## src/rtl/alu_pkg.sv

```systemverilog
// Shared ALU definitions: control codes (common with the ALU-control decoder),
// execute-stage FSM states and the datapath width.
package alu_pkg;

    localparam int XLEN = 32;

    typedef enum logic [3:0] {
        OP_ADD  = 4'b0000,
        OP_SUB  = 4'b0001,
        OP_AND  = 4'b0010,
        OP_OR   = 4'b0011,
        OP_SLL  = 4'b0100,
        OP_SLT  = 4'b0101,
        OP_XOR  = 4'b0110,
        OP_SRL  = 4'b0111,
        OP_SLTU = 4'b1000,
        OP_SRA  = 4'b1111
    } alu_op_t;

    typedef enum logic {
        IDLE  = 1'b0,
        SHIFT = 1'b1
    } exec_state_t;

    function automatic logic is_shift_op(input logic [3:0] code);
        return (code == OP_SLL) || (code == OP_SRL) || (code == OP_SRA);
    endfunction

endpackage

```

## src/rtl/iter_exec_unit_if.sv

```systemverilog
// Upstream/downstream handshake bundle for the execute unit.
// master = pipeline side driving ops and consuming results; slave = execute unit.
interface iter_exec_unit_if;

    logic                      flush;
    logic                      in_valid;
    logic                      in_ready;
    logic [3:0]                alu_ctrl;
    logic [alu_pkg::XLEN-1:0]  src_a;
    logic [alu_pkg::XLEN-1:0]  src_b;
    logic [4:0]                rd_in;
    logic                      out_valid;
    logic                      out_ready;
    logic [alu_pkg::XLEN-1:0]  result;
    logic                      zero;
    logic [4:0]                rd_out;

    modport master (
        output flush, in_valid, alu_ctrl, src_a, src_b, rd_in, out_ready,
        input  in_ready, out_valid, result, zero, rd_out
    );

    modport slave (
        input  flush, in_valid, alu_ctrl, src_a, src_b, rd_in, out_ready,
        output in_ready, out_valid, result, zero, rd_out
    );

endinterface

```

## src/rtl/alu_comb.sv

```systemverilog
// Combinational ALU: single-cycle ops, plus a one-bit shift step used by the
// iterative shifter. Shift codes return src_a unchanged here, which is exactly
// the shamt==0 result the top relies on.
import alu_pkg::*;

module alu_comb #(
    parameter int XLEN = alu_pkg::XLEN
) (
    input  logic [3:0]      alu_ctrl,
    input  logic [XLEN-1:0] src_a,
    input  logic [XLEN-1:0] src_b,
    output logic [XLEN-1:0] res,
    input  logic [3:0]      step_op,
    input  logic [XLEN-1:0] step_in,
    output logic [XLEN-1:0] step_out
);

    // one-cycle operation result
    always_comb begin
        res = '0;
        case (alu_ctrl)
            OP_ADD:  res = src_a + src_b;
            OP_SUB:  res = src_a - src_b;
            OP_AND:  res = src_a & src_b;
            OP_OR:   res = src_a | src_b;
            OP_XOR:  res = src_a ^ src_b;
            OP_SLT:  res = {{(XLEN-1){1'b0}}, ($signed(src_a) < $signed(src_b))};
            OP_SLTU: res = {{(XLEN-1){1'b0}}, (src_a < src_b)};
            OP_SLL, OP_SRL, OP_SRA: res = src_a;
            default: res = '0;
        endcase
    end

    // single-bit shift step for the iterative path
    always_comb begin
        step_out = step_in;
        case (step_op)
            OP_SLL:  step_out = {step_in[XLEN-2:0], 1'b0};
            OP_SRL:  step_out = {1'b0, step_in[XLEN-1:1]};
            OP_SRA:  step_out = {step_in[XLEN-1], step_in[XLEN-1:1]};
            default: step_out = step_in;
        endcase
    end

endmodule

```

## src/rtl/iter_exec_unit.sv

```systemverilog
// Execute stage: one-cycle ALU ops, iterative 1-bit-per-cycle shifts,
// valid/ready on both sides and flush for mispredict squash.
//
//   state | meaning
//   IDLE  | ready for a new op (if output slot free/draining)
//   SHIFT | shifting work one bit per edge, cnt edges remain
import alu_pkg::*;

module iter_exec_unit #(
    parameter int XLEN    = alu_pkg::XLEN,
    parameter int SHAMT_W = $clog2(XLEN)
) (
    input  logic            clk,
    input  logic            rst_n,
    iter_exec_unit_if.slave bus
);

    exec_state_t         state;
    logic [SHAMT_W-1:0]  cnt;
    logic [XLEN-1:0]     work;
    logic [3:0]          op_q;
    logic [4:0]          rd_q;

    logic [XLEN-1:0]     comb_res;
    logic [XLEN-1:0]     step_res;
    logic [SHAMT_W-1:0]  shamt;
    logic                accept;

    alu_comb #(.XLEN(XLEN)) u_alu (
        .alu_ctrl (bus.alu_ctrl),
        .src_a    (bus.src_a),
        .src_b    (bus.src_b),
        .res      (comb_res),
        .step_op  (op_q),
        .step_in  (work),
        .step_out (step_res)
    );

    // ready depends only on state, output slot and flush, never on in_valid
    always_comb begin
        bus.in_ready = (state == IDLE) && (!bus.out_valid || bus.out_ready) && !bus.flush;
        shamt        = bus.src_b[SHAMT_W-1:0];
        accept       = bus.in_valid && bus.in_ready;
    end

    // FSM, shift counter and registered outputs
    always_ff @(posedge clk or negedge rst_n) begin
        if (!rst_n) begin
            state         <= IDLE;
            cnt           <= '0;
            work          <= '0;
            op_q          <= '0;
            rd_q          <= '0;
            bus.out_valid <= 1'b0;
            bus.result    <= '0;
            bus.zero      <= 1'b0;
            bus.rd_out    <= '0;
        end else if (bus.flush) begin
            state         <= IDLE;
            bus.out_valid <= 1'b0;
        end else begin
            case (state)
                IDLE: begin
                    if (bus.out_valid && bus.out_ready) begin
                        bus.out_valid <= 1'b0;
                    end
                    if (accept) begin
                        if (is_shift_op(bus.alu_ctrl) && (shamt != '0)) begin
                            work  <= bus.src_a;
                            cnt   <= shamt;
                            op_q  <= bus.alu_ctrl;
                            rd_q  <= bus.rd_in;
                            state <= SHIFT;
                        end else begin
                            bus.result    <= comb_res;
                            bus.zero      <= (comb_res == '0);
                            bus.rd_out    <= bus.rd_in;
                            bus.out_valid <= 1'b1;
                        end
                    end
                end
                SHIFT: begin
                    work <= step_res;
                    cnt  <= cnt - SHAMT_W'(1);
                    if (cnt == SHAMT_W'(1)) begin
                        bus.result    <= step_res;
                        bus.zero      <= (step_res == '0);
                        bus.rd_out    <= rd_q;
                        bus.out_valid <= 1'b1;
                        state         <= IDLE;
                    end
                end
                default: state <= IDLE;
            endcase
        end
    end

endmodule
```

## src/flat_wrapper.sv

```systemverilog
// flat-port wrapper written by rule: the top's interface ports become plain ports
module iter_exec_unit_flat 
#(
    parameter int XLEN    = alu_pkg::XLEN,
    parameter int SHAMT_W = $clog2(XLEN)
)
  (clk, rst_n, bus_flush, bus_in_valid, bus_alu_ctrl, bus_src_a, bus_src_b, bus_rd_in, bus_out_ready, bus_in_ready, bus_out_valid, bus_result, bus_zero, bus_rd_out);
  iter_exec_unit_if bus_i ();
  input  logic clk;
  input  logic rst_n;
  input wire logic [$bits(bus_i.flush)-1:0] bus_flush;
  input wire logic [$bits(bus_i.in_valid)-1:0] bus_in_valid;
  input wire logic [$bits(bus_i.alu_ctrl)-1:0] bus_alu_ctrl;
  input wire logic [$bits(bus_i.src_a)-1:0] bus_src_a;
  input wire logic [$bits(bus_i.src_b)-1:0] bus_src_b;
  input wire logic [$bits(bus_i.rd_in)-1:0] bus_rd_in;
  input wire logic [$bits(bus_i.out_ready)-1:0] bus_out_ready;
  output wire logic [$bits(bus_i.in_ready)-1:0] bus_in_ready;
  output wire logic [$bits(bus_i.out_valid)-1:0] bus_out_valid;
  output wire logic [$bits(bus_i.result)-1:0] bus_result;
  output wire logic [$bits(bus_i.zero)-1:0] bus_zero;
  output wire logic [$bits(bus_i.rd_out)-1:0] bus_rd_out;
  assign bus_i.flush = bus_flush;
  assign bus_i.in_valid = bus_in_valid;
  assign bus_i.alu_ctrl = bus_alu_ctrl;
  assign bus_i.src_a = bus_src_a;
  assign bus_i.src_b = bus_src_b;
  assign bus_i.rd_in = bus_rd_in;
  assign bus_i.out_ready = bus_out_ready;
  assign bus_in_ready = bus_i.in_ready;
  assign bus_out_valid = bus_i.out_valid;
  assign bus_result = bus_i.result;
  assign bus_zero = bus_i.zero;
  assign bus_rd_out = bus_i.rd_out;
  iter_exec_unit #(.XLEN(XLEN), .SHAMT_W(SHAMT_W)) u_core (.clk(clk), .rst_n(rst_n), .bus(bus_i));
endmodule
```

## config.mk

```make
export PLATFORM = sky130hd
export DESIGN_NAME = iter_exec_unit_flat
export DESIGN_NICKNAME = d
export VERILOG_FILES = /design/src/rtl/alu_pkg.sv /design/src/rtl/iter_exec_unit_if.sv /design/src/rtl/alu_comb.sv /design/src/rtl/iter_exec_unit.sv /design/src/flat_wrapper.sv
export SDC_FILE = /design/constraint.sdc
export NUM_CORES = 1
export LEC_CHECK = 0
export ABC_AREA = 1
export CORE_MARGIN = 3
export CORE_UTILIZATION = 55
export DETAILED_ROUTE_END_ITERATION = 7
export PLACE_DENSITY = 0.78
export SLEW_MARGIN = 15
export SYNTH_ARGS = -nofsm -noshare
export SYNTH_HDL_FRONTEND = slang
export SYNTH_HIERARCHICAL = 1
export SYNTH_SLANG_ARGS = --single-unit
```

## constraint.sdc

```tcl
create_clock -name clk -period 5.7 [get_ports clk]
set_input_delay 0.855 -clock clk [delete_from_list [all_inputs] [get_ports clk]]
set_output_delay 0.855 -clock clk [all_outputs]
set_load 0.05 [all_outputs]
```

* After elaboration in Yosys (flattened, before gate mapping) *
Index checks and enable logic that the tools add are counted.

storage, ports and cells
  flip-flop bits (word level) = 86
  bits in latches = 0
  RAM bits = 0
  bits in read-only memories = 0
  input bits = 78
  word-level logic and storage cells = 86
  memories = 0

cells by class
  add/sub/neg operators = 3
  $mul = 0
  divide/modulo/power cells = 0
  magnitude comparators = 2
  equality and inequality tests = 18
  shift-type cells = 0
  muxes and demuxes = 31
  bitwise operators = 5
  reduce and logical (&&, ||, !) cells = 18

operators by type and width
  operator                                                                count
  32-bit one-hot mux with 8 select lines                                  1
  32-bit 2-to-1 mux                                                       5
  32-bit one-hot mux with 2 select lines                                  2
  32-bit one-hot mux with 3 select lines                                  1
  32-bit logical NOT                                                      2
  32-bit < comparator                                                     2
  32-bit adder                                                            1
  32-bit bitwise AND                                                      1
  32-bit OR                                                               1
  32-bit subtractor                                                       1
  32-bit XOR                                                              1
  5-bit 2-to-1 mux                                                        5
  4-bit by 3-bit equality test with 1-bit output (second input constant)  6
  5-bit one-hot mux with 2 select lines                                   2
  4-bit equality test (second input constant)                             3
  1-bit 2-to-1 mux                                                        12
  4-bit by 2-bit equality test with 1-bit output (second input constant)  2
  4-bit AND reduction                                                     2
  2-bit inequality test (second input constant)                           3
  1-bit one-hot mux with 2 select lines                                   3
  5-bit by 1-bit equality test with 1-bit output (second input constant)  1
  1-bit logical AND                                                       5
  5-bit nonzero test                                                      1
  5-bit by 1-bit subtractor with 5-bit output (second input constant)     1
  other kinds (9)                                                         13

* Depth between registers and ports, before layout *
  depth in word-level cells = 8
  gate-level depth with buffers = 23

* By module *
The synthesis kept the hierarchy.

by module, submodules not included
  module          times used  cells an instance  area an instance (sq um)
  alu_comb        1           1406               7213.2
  iter_exec_unit  1           545                4317.9

* Worst setup path after synthesis *
OpenSTA, ideal clock, no wires.

  kind = input -> register
  from = input bus_src_a[0]
  to = register u_core.bus.zero
  setup time = 0.066 ns
  arrival time = 2.736 ns
  data required time = 5.634 ns
  path slack = 2.898 ns
  cell stages on the path = 19
  path through = ha_1 fa_1 nand3_1 nand3_1 nand2_1 nand2_1 nand2_1 nand2_1 nand2_1 nand3_1 nand3_1 nand3_1 nor2_1 nand3_1 nor2_1 nand3_1 nand2_1 nand2_1 nand2_1

between the ends
  word-level cells in the longest chain between the ends = 6
  elaborated cells on any way between the ends = 12
  classes of those cells = add/sub (2); order compare (2); mux (4); bitwise (3); reduce/logical (1)

RTL lines
  what                                                      line                            RTL
  start, declared                                           flat_wrapper.sv:14              input wire logic [$bits(bus_i.src_a)-1:0] bus_src_a;
  32-bit subtractor / 32-bit adder (equally long branches)  alu_comb.sv:23, alu_comb.sv:22
  32-bit one-hot mux with 8 select lines *                  alu_comb.sv:21                  case (alu_ctrl)
  via u_core.comb_res[28]                                   iter_exec_unit.sv:24            logic [XLEN-1:0] comb_res;
  32-bit logical NOT *                                      iter_exec_unit.sv:76            bus.zero <= (comb_res == '0);
  1-bit 2-to-1 mux *                                        iter_exec_unit.sv:68            if (is_shift_op(bus.alu_ctrl) && (shamt != '0)) begin
  1-bit 2-to-1 mux *                                        iter_exec_unit.sv:67            if (accept) begin
  1-bit one-hot mux with 2 select lines *                   iter_exec_unit.sv:62            case (state)
  end signal, assigned                                      iter_exec_unit.sv:76
  end signal, assigned                                      iter_exec_unit.sv:87            bus.zero <= (step_res == '0);
  end, declared                                             iter_exec_unit_if.sv:25         output in_ready, out_valid, result, zero, rd_out

Mark *: on every way through the listed nets, which the timed path passes. The rest lies on a longest branch. The select of a mux whose other input is x is not followed.
A chain may end at the register's enable or synchronous reset.

* Worst setup path in the final report *
  from = input bus_src_a[10]
  to = register u_core.bus.zero

Same word-level chain as after synthesis.

==> results by group <==
Global route
  • GRT Total Usage: 35.6%
  • Gr ovfl total: 0
  • Vias in the first global route: 11800
  • Antenna violations before repair: 0
  • First-pass GRT wire length: 63600 µm
  • Largest net degree at the start of global routing: 80

Placement
  • GPL Wtd Cong: 1.00
  • DP Wirelength: 32700 µm
  • Pre-CTS setup slack: 1.54 ns
  • Number of port buffers: 117
  • Area after DPL: 12700 µm²

CTS
  • Clk sinks: 86
  • Clock transition at path regs: 0.07 ns
  • Clock buffer count from CTS: 9
  • H-Tree Level Count: 3
  • CTS Hold Bufs: 0
  • Worst-skew pair later-pin latency: 0.35 ns
  • CTS tree: built
  • Clk root buf: clkbuf_16
  • Cells resized by post-CTS repair: 0
  • Clock tree buffer depth: 2
  • Post-CTS setup buffers: 0

Critical path
  • Most used cell, CP: nand2_1
  • Critical path fanouts, max: 7
  • Critical Path, Cell by Cell: clkdlybuf4s50_1 -> inv_1 -> ha_1 -> nand2_1 -> nor2_1 -> a21oi_1 -> nand2_1 -> nand2_1 -> nand2_1 -> nand2_1 -> nand3_1 -> nand3_1 -> nor2_1 -> nand3_1 -> nor2_1 -> nand3_1 -> nand2_1 -> nand2_1 -> nand2_1
  • Largest stage delay, worst path: 0.67 ns
  • Critical Path Start Type: primary input
  • Critical path class: primary input to flip-flop
  • Worst path top cell family by delay: simple AND/OR/NAND/NOR gates
  • Slowest cell on crit path: clkdlybuf4s50_1
  • CP Capture Type: flip-flop
  • WP buf/inv: 2
  • Req. time, crit path: 5.98 ns
  • Critical Path AT: 4.27 ns

Route
  • Vias/cell: 5.72
  • Residual DRC: 0
  • DRT iter0 DRCs: 1471
  • Via count: 13100
  • DR pass1 iterations: 7
  • Routed Antenna Nets: 0
  • Drt total wl: 41700 µm
  • WL/cell: 18.2 µm

Logic synthesis
  • Post-Syn Area: 11500 µm²
  • Synth top area cells: nand2_1 20%, dfrtp_1 19%, inv_1 12%
  • Top cell type by total area after synthesis: nand2_1
  • Mapped Cells: 1951
  • Synth top cells by count: 607 x nand2_1, 369 x inv_1, 135 x nor2_1, 124 x nand3_1, 123 x a21oi_1
  • Share of the synthesized area in the top cell type: 19.8%
  • Cell variety after synth: 48
  • Top-count cell post-synth: nand2_1
  • Syn nets: 2136
  • Main synth FF type: dfrtp_1
  • FF+latch count, synth: 86
  • Ys async rst share: 100%
  • Post-synth EDFFs: 0
  • Sequential cell area fraction in the yosys report: 18.7%
  • Ys Warns: 6
  • Syn avg cell area: 5.91 µm²

Die
  • Die area: 22700 µm²
  • # IOs: 118
  • Die width: 151 µm
  • Core area: 20400 µm²
  • Starting Density: 56.4%
  • Overall die height: 151 µm
  • Standard-cell rows: 52

Power and ir drop
  • Combinational share of power: 54.1%
  • Sw Ratio: 49.2%
  • Power Density: 249 nW/µm²
  • Clock power share: 18.1%
  • Sw Pwr: 1.59 mW
  • Cell-internal power: 1.64 mW
  • Seq pwr share: 27.7%
  • Worst vdd ir: 0.190 mV
  • Leak: 7.14 nW
  • Power consumption: 3.23 mW

Status
  • Status: finished clean

Final layout
  • Share of post-route cells with drive strength above 1: 5.59%
  • Final-stage net count: 2202
  • # diodes: 0
  • Layout Area Growth over Synthesis: 12.6%
  • Final Cell Area: 13000 µm²

STA
  • Max Fclk: 0.250 GHz
  • Setup_tns: 0 ns
  • Final Hold Vio Count: 0
  • Relative slew margins: 29.5%
  • Final setup margin: 1.71 ns
  • Fin crit period: 3.99 ns
  • Max-slew violations: 0
  • Fin crit share: 70.1%
  • Hold Worst Slack: 0.426 ns
  • Finish-stage setup viols: 0
  • Setup Skew: 0.0105 ns
  • RSZ-0062 raised after global routing: no
  • Worst-margin pin slew: 1.05 ns

Worst hold path
  • Hold WC Path Type: primary input to async pin

Run
  • MaxCap Viol Count: 0
## layout by cell type (no fill, tap or decap), drive strengths merged, types with 7 or more instances in the layout
master,n
nand2,626
inv,383
nor2,154
nand3,129
a21oi,127
o21ai,125
clkdlybuf4s50,116
ha,105
dfrtp,86
o22ai,31
o221ai,31
a221oi,18
nor3,13
buf,12
nand4,12
o211ai,10
clkbuf,9
o21bai,7
## final cells by class
class / count / area (µm²)
fill: 2020 / 7450
inverter: 379 / 1430
clock inverter: 7 / 62.6
timing repair buffer: 128 / 1250
sequential: 86 / 2150
clock buffer: 9 / 225
multi-input combinational: 1413 / 7520
tap: 270 / 338
## cells by family (layout without fill, tap and decap cells)
family / Yosys count / in the layout / synth area share (%)
compound gates: 355 / 355 / 18.6
simple gates: 948 / 948 / 34.5
mux: 1 / 1 / 0.0868
flops: 86 / 86 / 18.7
fa+ha+maj: 107 / 107 / 11.7
buf+inv: 452 / 523 / 16.3
xor+xnor: 2 / 2 / 0.152
## per-layer routing
layer / global-route usage (%) / wire length (µm) / vias up / share of wire (%)
met5: 0 / 0 / - / 0
met1: 46.6 / 16800 / 5935 / 40
met3: 5.48 / 3760 / 141 / 9.0
met4: 17.9 / 2420 / 0 / 5.8
met2: 57.0 / 18700 / 729 / 45
li1: - / - / 6302 / -
## state kept, by name (all words and copies together) (netlist names)
register and count:
u_core/bus.result 32, u_core/work 32, u_core/bus.rd_out 5, u_core/cnt 5
u_core/rd_q 5, u_core/op_q 4, u_core/bus.out_valid 1, u_core/bus.zero 1
u_core/state 1
## per-stage QoR
step / instances / utilization, %
floorplan: 1951 / -
global placement: 2276 / 62.1
detailed placement: 2276 / 62.1
CTS: 2292 / 63.5
global route: 2292 / 63.5
finish: 2292 / 63.5
## worst paths after layout
check | slack [ns] | startpoint | endpoint | depth (start not counted)
setup / recovery | 1.71 | bus_src_a[10] | u_core/bus.zero | 19
hold / removal | 0.43 | rst_n | u_core/bus.result[4] | 1
setup reg to reg | 2.82 | u_core/op_q[3] | u_core/work[11] | 11
hold reg to reg | 0.49 | u_core/bus.result[8] | u_core/bus.result[8] | 2
max in group asynchronous | 4.17 | rst_n | u_core/bus.result[22] | 2
min in group clk | 0.49 | u_core/bus.result[8] | u_core/bus.result[8] | 2
## power groups by stage
stage	sequential (mW)	combinational (mW)	clock, mW
after CTS	0.893	1.72	0.592
after detailed placement	0.901	1.70	0
after global routing	0.914	1.91	0.618
after global placement	0.894	1.68	0
final	0.897	1.75	0.586
after floorplan	1.10	0.961	0
No activity file was read; power rests on OpenSTA's default activity.
